### src/rtl/rv_alu_pkg.sv
// rv_alu_pkg: shared ALU op/state enums, funct3 encodings and the funct3/alt/is_imm decoder
package rv_alu_pkg;
  localparam logic [2:0] FUNCT3_ADD  = 3'b000;
  localparam logic [2:0] FUNCT3_SLL  = 3'b001;
  localparam logic [2:0] FUNCT3_SLT  = 3'b010;
  localparam logic [2:0] FUNCT3_SLTU = 3'b011;
  localparam logic [2:0] FUNCT3_XOR  = 3'b100;
  localparam logic [2:0] FUNCT3_SR   = 3'b101;
  localparam logic [2:0] FUNCT3_OR   = 3'b110;
  localparam logic [2:0] FUNCT3_AND  = 3'b111;
  typedef enum logic [3:0] {
    ALU_ADD, ALU_SUB, ALU_SLT, ALU_SLTU, ALU_XOR, ALU_OR, ALU_AND, ALU_SLL, ALU_SRL, ALU_SRA
  } alu_op_e;
  typedef enum logic [1:0] {IDLE, SHIFT, DONE} alu_state_e;
  // alt only selects SUB for register-register ops; immediates never subtract.
  function automatic alu_op_e decode(input logic [2:0] funct3, input logic alt, input logic is_imm);
    case (funct3)
      FUNCT3_ADD:  return (alt && !is_imm) ? ALU_SUB : ALU_ADD;
      FUNCT3_SLL:  return ALU_SLL;
      FUNCT3_SLT:  return ALU_SLT;
      FUNCT3_SLTU: return ALU_SLTU;
      FUNCT3_XOR:  return ALU_XOR;
      FUNCT3_SR:   return alt ? ALU_SRA : ALU_SRL;
      FUNCT3_OR:   return ALU_OR;
      default:     return ALU_AND;
    endcase
  endfunction
endpackage

### src/rtl/rv_shift_step.sv
// rv_shift_step: one combinational shift iteration of acc by k positions (left, logical or arithmetic right)
//   acc_i   value to shift          k_i    shift distance (never above the step size)
//   left_i  1 = shift left          arith_i 1 = arithmetic right (sign fill)
//   res_o   shifted value
module rv_shift_step #(
  parameter int XLEN = 32,
  parameter int KW   = 6
) (
  input  logic [XLEN-1:0] acc_i,
  input  logic [KW-1:0]   k_i,
  input  logic            left_i,
  input  logic            arith_i,
  output logic [XLEN-1:0] res_o
);
  logic [XLEN-1:0] sra;
  // The accumulator keeps the original sign bit across every arithmetic step,
  // so a signed shift here fills with the original rs1 MSB.
  assign sra = $unsigned($signed(acc_i) >>> k_i);
  assign res_o = left_i ? acc_i << k_i : arith_i ? sra : acc_i >> k_i;
endmodule

### src/rtl/rv_alu_iter.sv
// rv_alu_iter: handshaked RV32I/RV64I OP/OP-IMM ALU with single-cycle logic/arith and iterative shifts
//   clk, rst_n                 clock, async active-low reset
//   in_valid/in_ready          operation handshake; in_funct3, in_alt, in_is_imm, in_rs1, in_rs2, in_imm
//   flush                      synchronous abort of any in-flight op
//   out_valid/out_ready        result handshake; out_result
module rv_alu_iter
  import rv_alu_pkg::*;
#(
  parameter int XLEN       = 32,
  parameter int SHIFT_STEP = 1,
  parameter int SHAMT_W    = $clog2(XLEN)
) (
  input  logic            clk,
  input  logic            rst_n,
  input  logic            in_valid,
  output logic            in_ready,
  input  logic [2:0]      in_funct3,
  input  logic            in_alt,
  input  logic            in_is_imm,
  input  logic [XLEN-1:0] in_rs1,
  input  logic [XLEN-1:0] in_rs2,
  input  logic [11:0]     in_imm,
  input  logic            flush,
  output logic            out_valid,
  input  logic            out_ready,
  output logic [XLEN-1:0] out_result
);
  localparam logic [SHAMT_W:0] STEP = (SHAMT_W+1)'(SHIFT_STEP);
  alu_state_e state_q, state_d;
  alu_op_e op, op_q, op_d;
  logic [XLEN-1:0] b, alu_res, sh_res, acc_q, acc_d;
  logic [SHAMT_W-1:0] shamt, rem_q, rem_d;
  logic [SHAMT_W:0] k;
  logic accept, is_shift;
  assign b = in_is_imm ? {{(XLEN-12){in_imm[11]}}, in_imm} : in_rs2;
  assign shamt = b[SHAMT_W-1:0];
  assign op = decode(in_funct3, in_alt, in_is_imm);
  assign is_shift = op inside {ALU_SLL, ALU_SRL, ALU_SRA};
  assign in_ready = rst_n & !flush & (state_q == IDLE | (state_q == DONE & out_ready));
  assign accept = in_valid & in_ready;
  assign out_valid = state_q == DONE & !flush;
  assign out_result = acc_q;
  // Last iteration may cover fewer than SHIFT_STEP positions.
  assign k = {1'b0, rem_q} < STEP ? {1'b0, rem_q} : STEP;
  always_comb begin
    alu_res = in_rs1;
    case (op)
      ALU_ADD:  alu_res = in_rs1 + b;
      ALU_SUB:  alu_res = in_rs1 - b;
      ALU_SLT:  alu_res = {{(XLEN-1){1'b0}}, $signed(in_rs1) < $signed(b)};
      ALU_SLTU: alu_res = {{(XLEN-1){1'b0}}, in_rs1 < b};
      ALU_XOR:  alu_res = in_rs1 ^ b;
      ALU_OR:   alu_res = in_rs1 | b;
      ALU_AND:  alu_res = in_rs1 & b;
      default:  alu_res = in_rs1;
    endcase
  end
  rv_shift_step #(.XLEN(XLEN), .KW(SHAMT_W+1)) u_shift (
    .acc_i  (acc_q),
    .k_i    (k),
    .left_i (op_q == ALU_SLL),
    .arith_i(op_q == ALU_SRA),
    .res_o  (sh_res)
  );
  always_comb begin
    state_d = state_q;
    op_d = op_q;
    acc_d = acc_q;
    rem_d = rem_q;
    if (flush) state_d = IDLE;
    else if (accept) begin
      op_d = op;
      acc_d = alu_res;
      rem_d = shamt;
      state_d = (is_shift && shamt != '0) ? SHIFT : DONE;
    end else if (state_q == SHIFT) begin
      acc_d = sh_res;
      rem_d = rem_q - k[SHAMT_W-1:0];
      state_d = {1'b0, rem_q} == k ? DONE : SHIFT;
    end else if (state_q == DONE && out_ready) state_d = IDLE;
  end
  always_ff @(posedge clk or negedge rst_n) begin
    if (!rst_n) begin
      state_q <= IDLE;
      op_q <= ALU_ADD;
      acc_q <= '0;
      rem_q <= '0;
    end else begin
      state_q <= state_d;
      op_q <= op_d;
      acc_q <= acc_d;
      rem_q <= rem_d;
    end
  end
endmodule

### config.mk
export PLATFORM = sky130hd
export DESIGN_NAME = rv_alu_iter
export DESIGN_NICKNAME = d
export VERILOG_FILES = /design/src/rtl/rv_alu_pkg.sv /design/src/rtl/rv_shift_step.sv /design/src/rtl/rv_alu_iter.sv
export SDC_FILE = /design/constraint.sdc
export NUM_CORES = 1
export LEC_CHECK = 0
export ABC_AREA = 0
export ABC_CLOCK_PERIOD_IN_PS = 2450
export CAP_MARGIN = 25
export CORE_ASPECT_RATIO = 0.5
export CORE_MARGIN = 2
export CORE_UTILIZATION = 55
export DETAILED_ROUTE_END_ITERATION = 16
export PLACE_DENSITY_LB_ADDON = 0.12
export SLEW_MARGIN = 15
export SYNTH_ARGS = -nofsm -noshare
export SYNTH_HDL_FRONTEND = slang
export SYNTH_SLANG_ARGS = --single-unit
### constraint.sdc
create_clock -name clk -period 2.45 [get_ports clk]
set_input_delay 0.49 -clock clk [delete_from_list [all_inputs] [get_ports clk]]
set_output_delay 0.49 -clock clk [all_outputs]
set_load 0.005 [all_outputs]
==> results.cfg, run 1 <==
[synthesis]
yosys_warnings = 0
synth_edf_count = 0
syn-cell-area_um2 = 8490
synthArstFlopShare_pct = 100
avgSynthCellArea_um2 = 7.14
syn_nets = 1381
yosysSeqAreaShare_pct = 12.7
syn_inst = 1188
ys_ff_latch = 43
ys_types = 95
synth_ff_type = dfrtp_1

[die]
rows = 32
initial_utilization_pct = 55.6
ios = 120
die_y_um = 91.8
dieWidth_um = 180

[cts]
cts_root_buf = clkbuf_16
htreeDepth = 2
clockBufferDepth = 2
cts_hold_buffers = 0
cts_num_sinks = 43
numCtsBuffers = 5

[outcome]
error_line = [ERROR GRT-0232] Routing congestion too high. Check the congestion heatmap in the GUI.
stop_stage = global routing (5_1_grt)
status = aborted with a tool error

[placed_design]
place.gp.congestion = 1.08
io_buffer_count = 119
hpwl_um = 31300

[global_route]
grt_max_degree = 46
globalRouteOverflowTotal = 2047
grtUsageTotal_pct = 113

[sta]
worstEndpointGrtRepair = out_result[28]$_DFFE_PN0P_/D
worst-ep-kind = register data pin
-- synth_stat cells (all sizes together) (11+ instances only) --
library cell  number  area share, %
nand2            153            6.8
a21oi            145            8.8
ha               105             15
o21ai            103            6.3
inv               92            4.1
nor2              63            2.8
clkbuf            61            3.6
dfrtp             43             13
a211oi            29            2.6
mux2i             28            3.3
buf               25            2.0
nor3              24            1.5
o211ai            24            2.2
a31oi             20            1.8
xnor2             18            1.9
nand2b            17            1.3
o311ai            17            1.8
o31ai             17            1.6
a221oi            16            1.7
nand3             15           0.88
nor2b             14            1.0
a21o              11            1.0
or3               11           0.81
-- cells by family after synthesis --
kind of cell / synth area share (%)
AO/OA/AOI/OAI: 36.1
XOR/XNOR: 2.68
adder cells (fa/ha/maj): 16.0
buffers and inverters: 9.76
flip-flops: 12.7
multiplexers: 3.83
AND/OR/NAND/NOR: 19.0
-- metal layers --
metal	overflow	track usage (%)
met5	23	88.0
met4	511	130
met3	79	94.4
met2	1348	142
met1	86	97.7
-- stage by stage --
stage               std cells  hold WS [ps]  setup WS [ps]  area (um2)
floorplan                1188           194           -764        8860
global placement         1792           491          -1840       12600
detailed placement       1792           514          -1890       12600
CTS                      1837           363           -767       13900
-- what timing repair did --
| item | 4_1_cts |
|---|---|
| hold endpoints to repair | 0 |
| gates cloned | 1 |
| resized for setup | 201 |
| buffers inserted | 43 |
| setup endpoints to repair | 35 |
| pin swaps | 96 |
==> inputs of run 2 (changes only) <==
--- a/config.mk
+++ b/config.mk
@@ -8,11 +8,10 @@
 export ABC_AREA = 0
 export ABC_CLOCK_PERIOD_IN_PS = 2450
 export CAP_MARGIN = 25
-export CORE_ASPECT_RATIO = 0.5
 export CORE_MARGIN = 2
-export CORE_UTILIZATION = 55
+export CORE_UTILIZATION = 40
 export DETAILED_ROUTE_END_ITERATION = 16
-export PLACE_DENSITY_LB_ADDON = 0.12
+export PLACE_DENSITY_LB_ADDON = 0.15
 export SLEW_MARGIN = 15
 export SYNTH_ARGS = -nofsm -noshare
 export SYNTH_HDL_FRONTEND = slang
==> run 2 against run 1 <==
  * The flow now finishes, with violations (negative setup slack)
  * Synthesized area stayed put
  * Synthesized cell count did not move
==> results.cfg, run 2 <==
[outcome]
status = finished, violations left
violations = negative setup slack

[detailed_routing]
dr.pass1.iters = 5
drc_errors = 0
wl_um = 37300
ant_nets = 0
wire_per_inst_um = 19.9
drtIter0Drc = 976
vias_per_cell = 5.81
dr_total_vias = 10900

[synthesis]
synth_largest_area_cell = ha_1
yosys_warnings = 0
synth_common_cells = nand2_1 (152), a21oi_1 (140), ha_1 (105)
syn_inst = 1188
synth_edf_count = 0
ys_types = 95
syn_nets = 1381
synth.most_common_cell = nand2_1
avgSynthCellArea_um2 = 7.14
synthArstFlopShare_pct = 100
yosysSeqAreaShare_pct = 12.7
yosysTopAreaCellShare_pct = 15.5
synth_area_leaders = ha_1 (15%), dfrtp_1 (13%), a21oi_1 (8.3%)
ys_ff_latch = 43
syn-cell-area_um2 = 8490
synth_ff_type = dfrtp_1

[placed_design]
place.gp.congestion = 0.971
hpwl_um = 28200
dp_slack_ps = -1750
io_buffer_count = 119
place_inst = 1825

[setup_path]
worst-path-buf-inv = 5
ff2ff_path_depth = 6
crit_required_ps = 2620
crit_fanout = 5
startpoint = in_is_imm
crit_top_cell = buf_12
arrival_ps = 3420
timing.rr.end = out_result[11]
crit_type = in -> reg
worstSetupEndpoint = out_result[24]
cp_top_family = compound AO/OA/AOI/OAI gates
regToRegSetupSlack_ps = 80
start_kind = input pin
worstPathCellList = buf_12 > buf_12 > buf_6 > and2_4 > a21oi_4 > ha_4 > buf_12 > nor4_4 > inv_2 > a2111oi_4 > o21ai_4 > a21oi_4 > nor2_4 > xor2_1 > a221oi_2 > a21oi_1
cpPeakStageDelay_ps = 410
cp-end-kind = flop
slowest_stage = a2111oi_4
reg2reg_from = rem_q[1]
worst-path-stages = 16

[final_layout]
largest_reg_flops = 32
instances_no_fill = 1880
most-common-layout-cells = buf_4 (331), nand2_1 (148), a21oi_1 (97), clkdlybuf4s50_1 (86), o21ai_0 (77)
mostFrequentLayoutCell = buf_4
n_antenna_cell = 0
fillCellCount = 1728
fin_util_pct = 69.1
drive_gt1_share_pct = 39.9
nets = 1797
syn_to_final_growth_pct = 70.6

[sta]
clock_skew_ps = 12.2
fin_tns_setup_ps = -18240
fin_crit_sh_pct = 133
rsz0062_at_grt = yes
layout_setup_ws_ps = -797
period_minus_slack_ps = 3250
report.final.slew_viol_count = 0
relSlewSlack_pct = 59.2
setup_viol_count_final = 29
finalHoldViolCount = 0
max_freq_ghz = 0.308
worst_pin_slew_ps = 608

[global_route]
grtUsageTotal_pct = 31.8
globalRouteOverflowTotal = 0
grt_max_degree = 46
grt_pass1_vias = 10400
antenna_found_initial = 0
grt_pass1_wl_um = 56100

[job]
max-cap-violations = 0

[cts]
clock_latency_ps = 290
clockBufferDepth = 2
cts_root_buf = clkbuf_16
cts.clk_slew.worst_paths_ps = 70
cts_tree = yes
numCtsBuffers = 5
htreeDepth = 2
cts_num_sinks = 43

[pwr]
finalPower_uw = 6540
power.density_nw_per_um2 = 452
peakVddDrop_v = 0.000339
p_leak_uw = 0.00620

[die]
ios = 120
coreArea_um2 = 21000
initial_utilization_pct = 40.5
dieWidth_um = 150
die_area_um2 = 22400
rows = 53
die_y_um = 150

[min_path]
hold_class = in -> async
## run 2: per-stage QoR
| stage | hold slack (ps) | cell area (um2) |
|---|---|---|
| finish | 308 | 14500 |
| global route | 362 | 14500 |
| CTS | 338 | 13700 |
| detailed placement | 508 | 12400 |
| global placement | 496 | 12400 |
| floorplan | 194 | 8860 |
## run 2: layout make-up
cell class / count / area (um2) / share of cell area (%)
Multi-Input combinational cell: 966 / 8250 / 57.0
Timing Repair Buffer: 495 / 4290 / 29.6
Sequential cell: 43 / 1080 / 7.43
Inverter: 93 / 355 / 2.45
Tap cell: 275 / 344 / 2.38
Clock buffer: 5 / 125 / 0.864
Clock inverter: 3 / 47.5 / 0.328
## run 2: power by group
part / internal (uW) / switching [uW] / total, uW
Combinational: 2240 / 2160 / 4400
Clock: 487 / 319 / 807
Sequential: 941 / 393 / 1330
## run 2: routing by layer
layer | part of all wire, % | track usage [%]
met5 | 0 | 0
met4 | 3.7 | 10.1
met3 | 6.7 | 3.87
met2 | 46 | 52.5
met1 | 44 | 43.2
## run 2: timing repair
item / in CTS / in global routing
setup endpoints to repair: 33 / 33
hold buffers: 0 / 0
resized for setup: 226 / 109
buffers inserted: 31 / 20
pin swaps: 96 / 90
## run 2: kinds of logic after synthesis
group,after synthesis,synth area share (%)
adders and majority gates,107,16.0
AOI/OAI and AO/OA,463,36.1
xor gates and xnor gates,26,2.68
muxes,32,3.83
DFF,43,12.7
buffers and inverters,179,9.76
and+or+nand+nor,338,19.0
## run 2: worst min path at each step
stage / startpoint / endpoint / slack [ps] / cells after the start
after global placement: op_q[0] / op_q[0] / 500 / 2
after global routing: rst_n / rem_q[1] / 360 / 2
after CTS: rst_n / out_result[3] / 340 / 2
final: rst_n / rem_q[3] / 310 / 2
after floorplan: rst_n / op_q[0] / 190 / 0
after detailed placement: op_q[0] / op_q[0] / 510 / 2
(Power assumes the default switching activity.)
==> inputs of run 3 (changes only) <==
--- a/config.mk
+++ b/config.mk
@@ -5,7 +5,6 @@
 export SDC_FILE = /design/constraint.sdc
 export NUM_CORES = 1
 export LEC_CHECK = 0
-export ABC_AREA = 0
 export ABC_CLOCK_PERIOD_IN_PS = 2450
 export CAP_MARGIN = 25
 export CORE_MARGIN = 2
@@ -16,3 +15,4 @@
 export SYNTH_ARGS = -nofsm -noshare
 export SYNTH_HDL_FRONTEND = slang
 export SYNTH_SLANG_ARGS = --single-unit
+export TNS_END_PERCENT = 1
==> run 3 against run 2 <==
  * Global-route usage is essentially flat
  * The run still ends with negative setup slack left
  * Final cell count shrank 1.1%
  * Clock-buffer cell count is the same
  * Sequential share of layout area grew 0.63 points
  * Sequential cell count is the same
  * Clock skew shrank 2.6 ps
  * Sequential power is essentially flat
  * Highest routed layer unchanged
  * Routed wire length shrank 2.4%
  * Combinational power shrank 10%
==> results.cfg, run 3 (same netlist as run 2, synthesis figures left out) <==
[outcome]
status = finished, violations left
violations = negative setup slack

[final_layout]
most-common-layout-cells = buf_4 (330), nand2_1 (151), a21oi_1 (120), clkdlybuf4s50_1 (99), o21ai_0 (91)
mostFrequentLayoutCell = buf_4
nets = 1776
drive_gt1_share_pct = 33.4
n_antenna_cell = 0
fin_util_pct = 63.7
fillCellCount = 1943
largest_reg_flops = 32
syn_to_final_growth_pct = 57.3

[setup_path]
start_kind = input pin
crit_required_ps = 2630
arrival_ps = 3470
startpoint = in_is_imm
reg2reg_from = rem_q[1]
crit_type = in -> reg
crit_fanout = 6
cp-end-kind = flop

[detailed_routing]
dr.pass1.iters = 5
vias_per_cell = 5.69
wl_um = 36400
drtIter0Drc = 752
ant_nets = 0
wire_per_inst_um = 19.6
dr_total_vias = 10600
drc_errors = 0

[cts]
numCtsBuffers = 5
clock_latency_ps = 290
cts_root_buf = clkbuf_16
cts_hold_buffers = 0
clockBufferDepth = 2
cts_num_sinks = 43
cts.clk_slew.worst_paths_ps = 70
htreeDepth = 2
cts_tree = yes

[min_path]
hold_class = in -> async

[global_route]
grt_pass1_wl_um = 55800
grtUsageTotal_pct = 31.8
antenna_found_initial = 0
grt_max_degree = 46
globalRouteOverflowTotal = 0
grt_pass1_vias = 10200

[die]
ios = 120
rows = 53
dieWidth_um = 150
coreArea_um2 = 21000
die_y_um = 150
die_area_um2 = 22400
initial_utilization_pct = 40.5

[pwr]
peakVddDrop_v = 0.000496
finalPower_uw = 6090
p_leak_uw = 0.00595
power.density_nw_per_um2 = 456

[sta]
layout_setup_ws_ps = -841
worst_pin_slew_ps = 621
period_minus_slack_ps = 3290
clock_skew_ps = 9.56
relSlewSlack_pct = 58.6
report.final.slew_viol_count = 0
fin_crit_sh_pct = 134
max_freq_ghz = 0.304
rsz0062_at_grt = yes
setup_viol_count_final = 31
finalHoldViolCount = 0

[placed_design]
hpwl_um = 28200
dp_slack_ps = -1830
place.gp.congestion = 0.991
io_buffer_count = 119

[job]
max-cap-violations = 0
[run 3: cell count changes in the layout (fill, tap and decap cells not counted), moves of 7 or more]
cell / before / now
a211oi_1: 15 / 22
a21oi_1: 97 / 120
a21oi_2: 32 / 20
a21oi_4: 16 / 5
buf_6: 30 / 15
clkdlybuf4s50_1: 86 / 99
dlygate4sd2_1: 23 / 8
ha_1: 74 / 85
ha_4: 24 / 10
o21ai_0: 77 / 91
o21ai_1: 18 / 6
[run 3: worst paths after layout]
path,end,slack [ps],cells after the start
setup / recovery,out_result[13],-840,16
hold / removal,out_result[0],310,2
setup reg to reg,out_result[11],160,6
hold reg to reg,op_q[3],530,2
max in group asynchronous,out_result[8],1720,2
min in group clk,op_q[3],530,2
[run 3: where the power goes]
| part | internal, uW | switching, uW | total [uW] | leakage, uW |
|---|---|---|---|---|
| combinational | 2010 | 1940 | 3950 | 0.00532 |
| clock | 488 | 325 | 812 | 0.0000844 |
| sequential | 941 | 386 | 1330 | 0.000546 |
[run 3: area by class of cell]
cell class                      instances  area (um2)  share of cell area, %
Multi-Input combinational cell        966        7370                   55.2
Inverter                               93         357                   2.67
Tap cell                              275         344                   2.58
Sequential cell                        43        1080                   8.06
Clock buffer                            5         125                  0.937
Clock inverter                          3        47.5                  0.356
Timing Repair Buffer                  474        4030                   30.2
[run 3: through the flow]
step	TNS (ps)	instance area, um2	hold slack (ps)	instances
5_1_grt	-22440	13400	353	1859
6_report	-19020	13400	313	1859
3_5_place_dp	-45170	12300	510	1829
4_1_cts	-18240	13000	335	1851
2_1_floorplan	-17340	8660	194	1188
3_3_place_gp	-43500	12300	487	1829
[run 3: critical path, cell delays in order]
cell      delay (ps)
buf_8            100
buf_12           140
buf_8            120
mux2i_1          160
buf_4            200
inv_4             50
ha_4             170
a211o_4          330
a211oi_4         370
o31ai_2          140
and3_1           200
a21oi_2          120
xnor2_1           80
a222oi_1         520
o211ai_1         140
o21a_1           130
[run 3: timing repair]
action,CTS,global route
gates resized for setup,102,70
buffers inserted,16,8
hold endpoints to repair,0,0
pin swaps,50,30
endpoints found under the setup margin,32,33
[run 3: per-layer routing]
layer / part of all wire [%] / GRT usage [%] / up-vias
met2: 46 / 52.5 / 432
met5: 0 / 0 / -
met3: 7.5 / 4.09 / 54
li1: - / - / 5110
met1: 45 / 44.5 / 4988
met4: 1.7 / 6.65 / 0
==> patch: new RTL, flow settings as in run 2 <==
Reset style: synchronous (`rst_n`), changed in one clocked block. Comments in the files are not updated.
--- a/src/rtl/rv_alu_iter.sv
+++ b/src/rtl/rv_alu_iter.sv
@@ -79,7 +79,7 @@
       state_d = {1'b0, rem_q} == k ? DONE : SHIFT;
     end else if (state_q == DONE && out_ready) state_d = IDLE;
   end
-  always_ff @(posedge clk or negedge rst_n) begin
+  always_ff @(posedge clk) begin
     if (!rst_n) begin
       state_q <= IDLE;
       op_q <= ALU_ADD;
Check against the original RTL: differs if rst_n is asserted again (counterexample within 4 cycles, from zero or initial values and one cycle with rst_n low); with rst_n held inactive, the same outputs for 4 cycles.
==> patch against run 2 <==
The run still ends with negative setup slack left; sequential cell count unchanged; total power fell by 25%; setup slack worse by 33 ps; routed wire length up 6.6%; design area is 0.99% higher; area after synthesis is 0.25% lower; hold slack improved by 190 ps; critical endpoint is now out_result[0]$_SDFFE_PN0P_; largest cell class unchanged; largest power group unchanged.
==> patch: results (changes against run 2) <==
metric,value,unit,change
synthArstFlopShare,0,%,-100 points
synth.distinct_cells,87,,-8.4%
outcome,"finished, violations left",,
place.detailed.hpwl,29.85,mm,+5.8%
synth_area_leaders,"ha_1 (16%), dfxtp_1 (10%), a21oi_1 (9.8%)",,
p_leak,0.006210,uW,+0.22%
synth_nets,1477,,+7.0%
largest_register_ffs,32,,unchanged
vias,11709,,+7.3%
vdd_drop_max,0.3196,mV,-5.7%
synth-main-ff-cell,dfxtp_1,,
grt_usage,33.89,%,+2.1 points
dr.pass1.iters,6,,+1
cpPeakStageDelay,350,ps,-60 ps
synth_common_cells,"a21oi_1 (166), nand2_1 (160), ha_1 (105)",,
ys_warn_count,0,,unchanged
antenna_found_initial,0,,unchanged
crit_path_max_fanout,6,,+1
cp.arrival,3460,ps,+40 ps
grt_max_degree,35,,-24%
routabilityCongestion,0.9871,,+1.6%
cts_buffers,5,,unchanged
hold_path_class,reg -> reg,,
antennaDiodeCount,0,,unchanged
fin_ws,-829.8,ps,-33.06 ps
grt_pass1_wl,59.76,mm,+6.6%
cts-root-buf,clkbuf_16,,
violations,negative setup slack,,
layout-drive-gt1-share,38.66,%,-1.3 points
setup_viol_count_final,31,,+6.9%
port_buffers,119,,unchanged
ys_seq_area_share,10.17,%,-2.5 points
p_int,2856,uW,-22%
final_nets,1925,,+7.1%
cts_max_path_buffers,2,,unchanged
synth_top_area_cell,ha_1,,
clk_pin_slew,70,ps,about the same
cts_htree_levels,2,,unchanged
critPathSlowestCell,a211oi_4,,
wire_per_inst,19.82,um,-0.16%
clk_latency,290,ps,about the same
drt_iter0_drc,1041,,+6.7%
grt_pass1_vias,11047,,+6.1%
finalSetupTns,-18160,ps,+71.40 ps
finalClockSkew,7.739,ps,-4.444 ps
worst_pin_slew,518.5,ps,-89.38 ps
-- patch: logic make-up (layout without fill, tap and decap cells) --
| logic type | after synthesis | after routing | synth area share [%] |
|---|---|---|---|
| multiplexers | 24 | 24 | 3.000 |
| adder cells (fa/ha/maj) | 107 | 107 | 15.99 |
| AO/OA/AOI/OAI | 488 | 488 | 37.42 |
| XOR/XNOR | 23 | 23 | 2.380 |
| AND/OR/NAND/NOR | 399 | 399 | 21.71 |
| buffers and inverters | 200 | 649 | 9.326 |
| flip-flops | 43 | 43 | 10.17 |
-- patch: critical path, delay by kind of cell --
family,cells,cell delay (ps)
AOI/OAI and AO/OA,7,1350
buffers and inverters,6,720
adders and majority gates,2,380
muxes,1,250
and+or+nand+nor,2,250
-- patch: power by group through the flow --
stage / sequential [uW] / combinational [uW] / clock (uW)
after floorplan: 751 / 1360 / 0
after global placement: 758 / 2640 / 0
after detailed placement: 758 / 2660 / 0
after CTS: 743 / 3010 / 796
after global routing: 746 / 3590 / 814
final: 744 / 3380 / 792
-- patch: metrics by stage --
step / worst slack [ps] / util [%] / hold slack, ps / cell area (um2) / std cells
finish: -829.8 / 70.02 / 495.1 / 14630 / 2008
global route: -882.0 / 70.02 / 520.1 / 14630 / 2008
detailed placement: -1655 / 60.38 / 480.2 / 12610 / 1959
CTS: -769.7 / 66.04 / 489.8 / 13800 / 1993
floorplan: -881.0 / - / 444.2 / 8661 / 1284
global placement: -1620 / 60.38 / 455.4 / 12610 / 1959
-- patch: path summary, 6_finish.rpt --
check	endpoint	slack (ps)	cells after the start	from
setup / recovery	out_result[0]$_SDFFE_PN0P_	-830	18	in_is_imm
setup reg to reg	out_result[27]$_SDFFE_PN0P_	0	9	state_q[1]$_SDFFE_PP0P_
hold / removal	op_q[3]$_SDFFE_PN0P_	500	2	op_q[3]$_SDFFE_PN0P_
hold reg to reg	op_q[3]$_SDFFE_PN0P_	500	2	op_q[3]$_SDFFE_PN0P_
-- patch: timing repair --
action,CTS,global route
setup buffers,33,21
cloned,2,0
pin swaps,108,107
endpoints found under the setup margin,33,34
gates resized for setup,184,139
-- patch: cell type report --
type | count | area [um2]
Multi-Input combinational cell | 1041 | 8341
Fill cell | 1743 | 6264
Timing Repair Buffer | 535 | 4513
Sequential cell | 43 | 860.8
Inverter | 106 | 397.9
Tap cell | 275 | 344.1
Clock buffer | 5 | 125.1
Clock inverter | 3 | 43.79
-- patch: metal layers --
metal | vias to the layer above | track usage, % | part of all wire [%]
met5 | - | 0 | 0
met4 | 0 | 9.286 | 3.0
met3 | 94 | 6.098 | 8.2
met2 | 527 | 55.02 | 46
met1 | 5558 | 46.06 | 43
li1 | 5530 | - | -
